==> src/rtl/pb_debounce_bank.sv <==
// Multi-channel push-button conditioner: shared sample-tick divider, per-channel
// window debounce with hysteresis, press/release strobes and a long-press strobe.
module pb_debounce_bank #(
    parameter int CH         = 4,
    parameter int DEPTH      = 4,
    parameter int SAMPLE_DIV = 1,
    parameter int HOLD_TICKS = 8
) (
    input  logic          clk,
    input  logic          rst_n,
    input  logic [CH-1:0] pb_in,
    output logic [CH-1:0] pb_level,
    output logic [CH-1:0] pb_press,
    output logic [CH-1:0] pb_release,
    output logic [CH-1:0] pb_long
);

    localparam int              CW       = $clog2(HOLD_TICKS + 1);
    localparam logic [CW-1:0]   HOLD_MAX = CW'(HOLD_TICKS);
    localparam logic [CW-1:0]   CNT_ONE  = CW'(1);

    logic tick;

    generate
        if (SAMPLE_DIV == 1) begin : g_no_div
            assign tick = 1'b1;
        end else begin : g_div
            localparam int            DW       = $clog2(SAMPLE_DIV);
            localparam logic [DW-1:0] DIV_LAST = DW'(SAMPLE_DIV - 1);
            localparam logic [DW-1:0] DIV_ONE  = DW'(1);

            logic [DW-1:0] div_cnt;

            assign tick = (div_cnt == DIV_LAST);

            always_ff @(posedge clk) begin
                if (!rst_n) begin
                    div_cnt <= '0;
                end else if (tick) begin
                    div_cnt <= '0;
                end else begin
                    div_cnt <= div_cnt + DIV_ONE;
                end
            end
        end
    endgenerate

    for (genvar i = 0; i < CH; i++) begin : g_ch
        logic [DEPTH-1:0] win;
        logic [CW-1:0]    hold_cnt;
        logic             level_q;
        logic             press_q;
        logic             release_q;
        logic             long_q;
        logic             level_nxt;

        // A mixed window keeps the previous level, which is what suppresses chatter.
        always_comb begin
            level_nxt = level_q;
            if (&win) begin
                level_nxt = 1'b1;
            end else if (~|win) begin
                level_nxt = 1'b0;
            end
        end

        always_ff @(posedge clk) begin
            if (!rst_n) begin
                win       <= '0;
                hold_cnt  <= '0;
                level_q   <= 1'b0;
                press_q   <= 1'b0;
                release_q <= 1'b0;
                long_q    <= 1'b0;
            end else begin
                if (tick) begin
                    win <= {win[DEPTH-2:0], pb_in[i]};
                end
                level_q   <= level_nxt;
                press_q   <= level_nxt & ~level_q;
                release_q <= ~level_nxt & level_q;
                long_q    <= 1'b0;
                // Clearing on the falling level wins over a same-edge increment.
                if (!level_nxt) begin
                    hold_cnt <= '0;
                end else if (tick && level_q && (hold_cnt < HOLD_MAX)) begin
                    hold_cnt <= hold_cnt + CNT_ONE;
                    long_q   <= ((hold_cnt + CNT_ONE) == HOLD_MAX);
                end
            end
        end

        assign pb_level[i]   = level_q;
        assign pb_press[i]   = press_q;
        assign pb_release[i] = release_q;
        assign pb_long[i]    = long_q;
    end

endmodule

==> config.mk <==
export PLATFORM = sky130hd
export DESIGN_NAME = pb_debounce_bank
export DESIGN_NICKNAME = d
export VERILOG_FILES = /design/src/rtl/pb_debounce_bank.sv
export SDC_FILE = /design/constraint.sdc
export NUM_CORES = 1
export LEC_CHECK = 0
export CAP_MARGIN = 20
export CELL_PAD_IN_SITES_DETAIL_PLACEMENT = 1
export CELL_PAD_IN_SITES_GLOBAL_PLACEMENT = 1
export CORE_ASPECT_RATIO = 0.6
export CORE_UTILIZATION = 39
export DETAILED_ROUTE_END_ITERATION = 6
export GPL_TIMING_DRIVEN = 1
export MAX_ROUTING_LAYER = met4
export PLACE_DENSITY_LB_ADDON = 0.1
export SYNTH_ARGS = -nofsm -noshare
export SYNTH_HDL_FRONTEND = slang
export SYNTH_SLANG_ARGS = --single-unit
==> constraint.sdc <==
create_clock -name clk -period 1.7 [get_ports clk]
set_clock_uncertainty 0.1 [all_clocks]
set_input_delay 0.51 -clock clk [delete_from_list [all_inputs] [get_ports clk]]
set_output_delay 0.51 -clock clk [all_outputs]
set_load 0.02 [all_outputs]
Yosys cells after proc, flatten, opt, wreduce, memory -nomap -nowiden
Cells that the tools add are included.

Add/subtract/negate cells: 4. Magnitude comparators: 4. Eq/ne operators: 4. Multiplexer cells: 8. Bitwise gates (word level): 16. Reductions and logical operators: 20.

Operators with widths (count): adder 4 x 1 -> 4 bit (second input constant) (4); equality test 4 bit (second input constant) (4); less-than comparator 4 bit (second input constant) (4); AND reduction 4 bit (4); OR reduction 4 bit (4); AND reduction 3 bit (4); bitwise AND 1 bit (8); two-way mux 1 bit (8); NOT 1 bit (8); AND reduction 2 bit (4); logical AND 1 bit (4).

Flip-flop bits (word level): 48. Input bits: 6. Output and inout bits: 16. Word-level logic and storage cells: 80.

Depth between registers and ports, before layout
Gate-level depths: netlist of the first run.

Depth in word-level cells: 5. Mapped depth: 4. Mapped depth without buffers: 4.

Worst setup path after synthesis of the first run
Ideal clock, no wire load.

Path type: reg-to-reg. Start: register g_ch[3].win[1]. End: register g_ch[3].long_q. Setup time: 0.130 ns. Data arrival time: 1.068 ns. Required time: 1.470 ns. Slack: 0.402 ns. Stages on the path, launching flop included: 4. Path buffers: 0. Clock period less this slack: 1.298 ns. Path through: dfxtp_1 or4_1 o2111ai_2 nor3_1.

Word-level cells in the longest chain between the ends: 4. Elaborated cells on any way between the ends: 5. Those cells by class: mux (2); reduce/logical (3).

RTL lines: from (decl) (RTL line 49) `logic [DEPTH-1:0] win;`; from (signal assigned) (RTL line 77) `win <= {win[DEPTH-2:0], pb_in[i]};`; OR reduction 4 bit (RTL line 62) `end else if (~|win) begin`; two-way mux 1 bit (RTL line 62); two-way mux 1 bit (*) (RTL line 60) `if (&win) begin`; AND reduction 3 bit (no source line) (*); to (signal assigned) (RTL line 88) `long_q <= ((hold_cnt + CNT_ONE) == HOLD_MAX);`; to (decl) (RTL line 54) `logic long_q;`.

Every way passes the cells marked *; elsewhere a longest branch is shown, timed or not. A chain may end at the register's enable or synchronous reset.

Final worst setup path of the first run
Start: input rst_n. End: register g_ch[3].long_q.

Word-level cells in the longest chain between the ends: 1.

RTL lines: from (decl) (RTL line 10) `input logic rst_n,`; AND reduction 3 bit (no source line).

Every way passes these cells.

==> run_results.csv, run 1 <==
group,metric,value,unit
sta,max_slew_margin,0.745,
synthesis,yosysMostFrequentCell,"dfxtp_1",
drt,routedWlPerCell,12.2,microns
status,status,"complete, no violations",
synthesis,ys_async_sr_fraction,0,
clocking,cts_buffers,5,
sta,tightestPinTransition,0.383,ns
pwr,p_seq_frac,0.604,
global_route,antenna_found_initial,0,
sta,fin_ws,0.0989,ns
layout,drive_above_1_share,0.145,
pwr,ir_drop,0.359,mV
layout,fin_util,0.484,
synthesis,synth_top_area_cell,"dfxtp_1",
place,place_ws,-0.221,ns
global_route,grt_max_degree,25,
global_route,grt_pass1_vias,1142,
pwr,pwr-share-comb,0.021,
clocking,cts_tree,"done",
global_route,track_usage,0.150,
drt,drt_iter0_markers,32,
sta,layout_worst_path_cycle_share,0.942,
die,die_y,54.6,microns
die,start_util,0.422,
synthesis,synth_top_family_by_area,"simple AND/OR/NAND/NOR gates",
clocking,clk_path_buf_depth,2,
die,rows,18,
setup_path,r2r_cells,3,
synthesis,syn_inst,173,
drt,vias,1154,
synthesis,synth_seq_cells,48,
synthesis,synth_ff_type,"dfxtp_1",
synthesis,synth_area_per_cell,10.4,sq um
synthesis,ys_top_cells_by_count,"dfxtp_1, and2_1, buf_4, nor2_1, inv_1",
setup_path,cp-startpoint,"rst_n",
setup_path,cp-end-kind,"register",
clocking,htree_levels,2,
setup_path,startpoint_type,"input port",
synthesis,syn_area,0.00180,sq mm
synthesis,yosysUniqueCellTypes,33,
setup_path,crit-reg2reg-capture,"g_ch[3].hold_cnt[2]",
die,die_area,0.00489,sq mm
pwr,p_per_area,922,mW/mm^2
pwr,internal_power,1520,uW
synthesis,synth_top_area_frac,0.535,
sta,hold_violations,0,
sta,fin_crit,1.60,ns
setup_path,rr_startpoint,"g_ch[3].win[1]",
layout,nets,196,
worst_hold_path,hp-class,"reg2reg",
synthesis,synth_nets,183,
drt,wl,3000,microns
sta,slew_viol_final,0,
setup_path,critical_path_class,"in2reg",
synthesis,synth_compound_area_frac,0.0843,
clocking,clock-sinks,48,
layout,synthToLayoutAreaGrowth,14.6,%
layout,fillCellCount,475,
pwr,switching_share,0.198,
die,chipWidth,89.6,microns
flow_run,maxCapViolations,0,
drt,drtAntennaViolNets,0,
pwr,p_leak,0.000881,uW
setup_path,cp.arrival,1.72,ns
synthesis,synthXorXnorAreaFrac,0.0195,
drt,drc,0,
drt,vias_per_cell,4.69,
clocking,insertion_delay,0.29,ns
setup_path,crit_fanout,24,
setup_path,r2r_setup_slack,0.28,ns
sta,rsz0062_at_grt,"true",
place,port_buffers,21,
clocking,clk_pin_slew,0.08,ns
clocking,cts_setup_buffers,0,
place,dp_hpwl,2200,microns
synthesis,muxShareOfSynthArea,0.0223,
layout,antenna_cells,0,
sta,max_freq,625,MHz
pwr,p_switching,376,uW
synthesis,ys_warn_count,0,
clocking,cts-root-buf,"clkbuf_8",
synthesis,synth-edff-count,0,
drt,firstDrtPassIters,4,
synthesis,synthTopCellsByArea,"dfxtp_1, buf_4, and2_1",
layout,ff_latch_area,961,sq um
global_route,grt.overflow.total,0,
sta,finalSetupViolations,0,
pwr,p_clk_frac,0.375,
global_route,grt_pass1_wl,5100,microns
die,core_region_area,0.00426,sq mm
synthesis,yosys.area_share.adder,0.0279,
layout,multi_input_area,668,sq um
synthesis,synth_seq_area_share,0.535,
setup_path,crit_end,"g_ch[3].long_q",
setup_path,cp.required,1.82,ns
place,gp_congestion,0.717,
synthesis,yosys.area_share.simple,0.214,
die,ios,22,
[state kept, by name (all words and copies together) (netlist names)]
| signal | flops |
|---|---|
| g_ch.hold_cnt | 16 |
| g_ch.win | 16 |
| g_ch.level_q | 4 |
| g_ch.long_q | 4 |
| g_ch.press_q | 4 |
| g_ch.release_q | 4 |
[worst min-delay path by stage]
stage / startpoint / endpoint / slack (ns) / depth (start not counted)
2_1_floorplan: g_ch[0].hold_cnt[3] / g_ch[0].long_q / 0.33 / 1
3_3_place_gp: g_ch[0].hold_cnt[3] / g_ch[0].long_q / 0.34 / 1
3_5_place_dp: g_ch[0].hold_cnt[3] / g_ch[0].long_q / 0.37 / 1
4_1_cts: g_ch[0].hold_cnt[3] / g_ch[0].long_q / 0.39 / 1
5_1_grt: g_ch[3].win[1] / g_ch[3].win[2] / 0.42 / 1
6_report: g_ch[3].win[1] / g_ch[3].win[2] / 0.40 / 1
[cells in the final DEF (no fill, tap or decap), types with 2 or more instances in the layout]
master and instances:
dlygate4sd2_1 16, or4_1 3, a21oi_1 5, inv_1 8
xor2_1 4, ha_1 4, nor2_1 16, o2111ai_2 3
clkbuf_8 7, a41oi_1 2, mux2i_1 4, nand3b_1 4
buf_4 5, dfxtp_1 48, and2_1 16, clkdlybuf4s50_1 5
nand4_1 3, a21oi_2 2, or2_2 3, nand2_1 7
nor3_1 3, a31o_2 3, nand2b_1 4
[layer usage]
layer | global-route usage | vias up | routed length, microns
li1 | - | 590 | -
met1 | 0.173 | 538 | 1450
met2 | 0.242 | 21 | 1360
met3 | 0.0452 | 5 | 152
met4 | 0.0714 | 0 | 41
met5 | - | - | 0
[worst max-delay path, stage by stage]
cell	delay, ns
clkdlybuf4s50_1	0.48
buf_4	0.24
o2111ai_2	0.25
nor3_1	0.23
[power by group through the flow]
stage | Sequential (uW) | Clock (uW) | Combinational, uW
after floorplan | 1170 | 0 | 21.7
after global placement | 1170 | 0 | 39.1
after CTS | 1150 | 742 | 41.0
after global routing | 1150 | 785 | 44.3
after detailed placement | 1170 | 0 | 40.5
final | 1150 | 711 | 40.1
[cell type report]
type,count,area share
Tap cell,60,0.0365
Inverter,8,0.0146
Multi-Input combinational cell,97,0.325
Sequential cell,48,0.467
Clock buffer,7,0.0468
Timing Repair Buffer,26,0.111
[through the flow]
step	std cells	TNS, ns	cell area, sq um	total power, uW	hold WS [ns]
floorplan	173	0	1800	1190	0.326
global placement	239	-3.01	1980	1210	0.345
detailed placement	239	-3.48	1980	1210	0.368
CTS	246	0	2050	1930	0.391
global route	246	-0.00623	2060	1980	0.420
finish	246	0	2060	1900	0.396
[cells by family (layout without fill, tap and decap cells)]
| logic type | after synthesis | in the layout |
|---|---|---|
| AOI/OAI and AO/OA | 18 | 18 |
| xor gates and xnor gates | 4 | 4 |
| adders and majority gates | 4 | 4 |
| buffers and inverters | 28 | 41 |
| DFF | 48 | 48 |
| muxes | 4 | 4 |
| and+or+nand+nor | 67 | 67 |
[repair_timing]
| action | in CTS | in global routing |
|---|---|---|
| endpoints found under the setup margin | 16 | 2 |
| gates resized for setup | 16 | 1 |
| hold buffers | 0 | 0 |
Power figures use the tool's default switching activity.
==> inputs of run 2 (changes only) <==
RECOVER_POWER = 25   (was default)
SLEW_MARGIN = 15   (was default)
==> results of run 2 <==
Same layout as run 1: the final DEF is identical, and so are final timing and power.
==> inputs of run 3 (changes only) <==
==> constraint.sdc (replaced) <==
create_clock -name clk -period 1.7 [get_ports clk]
set_clock_uncertainty 0.1 [all_clocks]
set_input_delay 0.17 -clock clk [delete_from_list [all_inputs] [get_ports clk]]
set_output_delay 0.17 -clock clk [all_outputs]
set_load 0.02 [all_outputs]
==> run 3 against run 2 <==
Sequential power is essentially flat. Power rose by 4.8%. Maximum frequency decreased by 1.7%. Clock power is 13% higher. Via count up 0.17%. Critical path depth shrank 3. Hold slack worse by 0.043 ns. Global-route usage stayed put. Design area down 0.36%. Routed wire length grew 2.3%. Largest power group unchanged.
==> run_results.csv, run 3 (synthesized netlist as in run 1, its figures left out) <==
group,metric,value,unit
pwr,p_switching,394,uW
layout,antenna_cells,0,
setup_path,cp_slowest_cell,"clkdlybuf4s50_1",
pwr,p_clk_frac,0.404,
setup_path,path_cells,"clkdlybuf4s50_1",
die,rows,18,
sta,finalSetupViolations,0,
flow_run,maxCapViolations,0,
pwr,p_per_area,970,mW/mm^2
clocking,clk_pin_slew,0.08,ns
sta,hold_violations,0,
sta,max_freq,614,MHz
layout,drive_above_1_share,0.126,
drt,firstDrtPassIters,4,
layout,synthToLayoutAreaGrowth,14.1,%
die,die_area,0.00489,sq mm
place,gp_congestion,0.724,
drt,routedWlPerCell,12.6,microns
place,placed_area,0.00195,sq mm
setup_path,cp_top_family,"buffers and inverters",
place,dp.cells,235,
drt,drc,0,
sta,slew_viol_final,0,
pwr,p_seq_frac,0.577,
status,status,"complete, no violations",
setup_path,critical_path_buf_inv_count,1,
pwr,internal_power,1600,uW
worst_hold_path,hp-class,"in2reg",
sta,rsz0062_at_grt,"false",
setup_path,cp.arrival,1.36,ns
clocking,cts-root-buf,"clkbuf_8",
die,start_util,0.422,
layout,layout_commonest_cell,"dfxtp_1",
layout,nets,192,
drt,wl,3070,microns
place,dp_hpwl,2230,microns
sta,tns,0,ns
pwr,p_leak,0.000799,uW
setup_path,r2r_setup_slack,0.23,ns
setup_path,crit_fanout,9,
worst_hold_path,hold_depth,2,
drt,drtAntennaViolNets,0,
layout,mostFrequentLayoutCells,"dfxtp_1, clkdlybuf4s50_1, nor2_1",
setup_path,cp-end-kind,"output pin",
setup_path,startpoint_type,"register",
clocking,clk_path_buf_depth,2,
clocking,cts_tree,"done",
sta,max_slew_margin,0.752,
sta,fin_crit,1.63,ns
setup_path,critical_path_class,"reg2out",
global_route,grt_pass1_vias,1129,
pwr,switching_share,0.198,
setup_path,cp-startpoint,"g_ch[2].level_q",
drt,drt_iter0_markers,34,
die,ios,22,
clocking,cts_resized,4,
die,die_y,54.6,microns
global_route,antenna_found_initial,0,
clocking,cts_setup_buffers,0,
sta,layout_worst_path_cycle_share,0.958,
die,core_region_area,0.00426,sq mm
global_route,grt.overflow.total,0,
pwr,ir_drop,0.360,mV
global_route,track_usage,0.150,
place,port_buffers,21,
layout,largestRegisters,"g_ch.hold_cnt x16, g_ch.win x16",
setup_path,r2r_cells,3,
clocking,holdBufCountCts,0,
worst_hold_path,hold_end,"g_ch[2].win[0]",
global_route,grt_pass1_wl,5150,microns
layout,stdcell_count,243,
setup_path,cp.required,1.43,ns
sta,timing.hold.ws,0.353,ns
global_route,grt_max_degree,25,
drt,vias,1156,
die,chipWidth,89.6,microns
clocking,insertion_delay,0.30,ns
setup_path,max_stage_delay,0.63,ns
setup_path,crit-reg2reg-capture,"g_ch[1].long_q",
clocking,cts_buffers,5,
pwr,pwr-share-comb,0.020,
drt,vias_per_cell,4.76,
sta,tightestPinTransition,0.372,ns
clocking,htree_levels,2,
layout,fin_area,0.00205,sq mm
worst_hold_path,min_from,"pb_in[2]",
clocking,clock-sinks,48,
setup_path,rr_startpoint,"g_ch[1].level_q",
==> run 3: layout make-up <==
class	instances	area, sq um
Fill cell	479	2210
Sequential cell	48	962
Multi-Input combinational cell	97	662
Timing Repair Buffer	22	214
Tap cell	60	75.1
Clock buffer	6	72.6
Clock inverter	2	35.0
Inverter	8	30.0
==> run 3: stage by stage <==
| step | power (uW) | util | worst slack [ns] |
|---|---|---|---|
| finish | 1990 | 0.482 | 0.0720 |
| global route | 2070 | 0.482 | 0.0243 |
| CTS | 2010 | 0.482 | 0.0620 |
| detailed placement | 1210 | 0.457 | 0.0759 |
| global placement | 1210 | 0.457 | 0.135 |
| floorplan | 1190 | - | 0.402 |
==> run 3: metal layers <==
metal | global-route usage | vias up | part of all wire | wire, microns
met3 | 0.0452 | 7 | 0.038 | 116
met4 | 0.0635 | 0 | 0.016 | 50
li1 | - | 582 | - | -
met5 | - | - | 0 | 0
met2 | 0.244 | 17 | 0.46 | 1420
met1 | 0.175 | 550 | 0.48 | 1490
==> run 3: how the worst max path moves through the flow <==
| stage | endpoint | slack (ns) | cells after the start |
|---|---|---|---|
| global route | pb_level[2] | 0.02 | 1 |
| floorplan | g_ch[3].long_q | 0.40 | 3 |
| detailed placement | g_ch[1].long_q | 0.08 | 4 |
| global placement | g_ch[1].long_q | 0.13 | 4 |
| CTS | pb_level[2] | 0.06 | 1 |
| finish | pb_level[2] | 0.07 | 1 |
==> run 3: power by group through the flow <==
stage	registers [uW]	logic [uW]	clock network, uW
finish	1150	39.5	803
global route	1150	44.3	878
CTS	1150	41.1	827
detailed placement	1170	41.0	0
global placement	1170	39.1	0
floorplan	1170	21.7	0
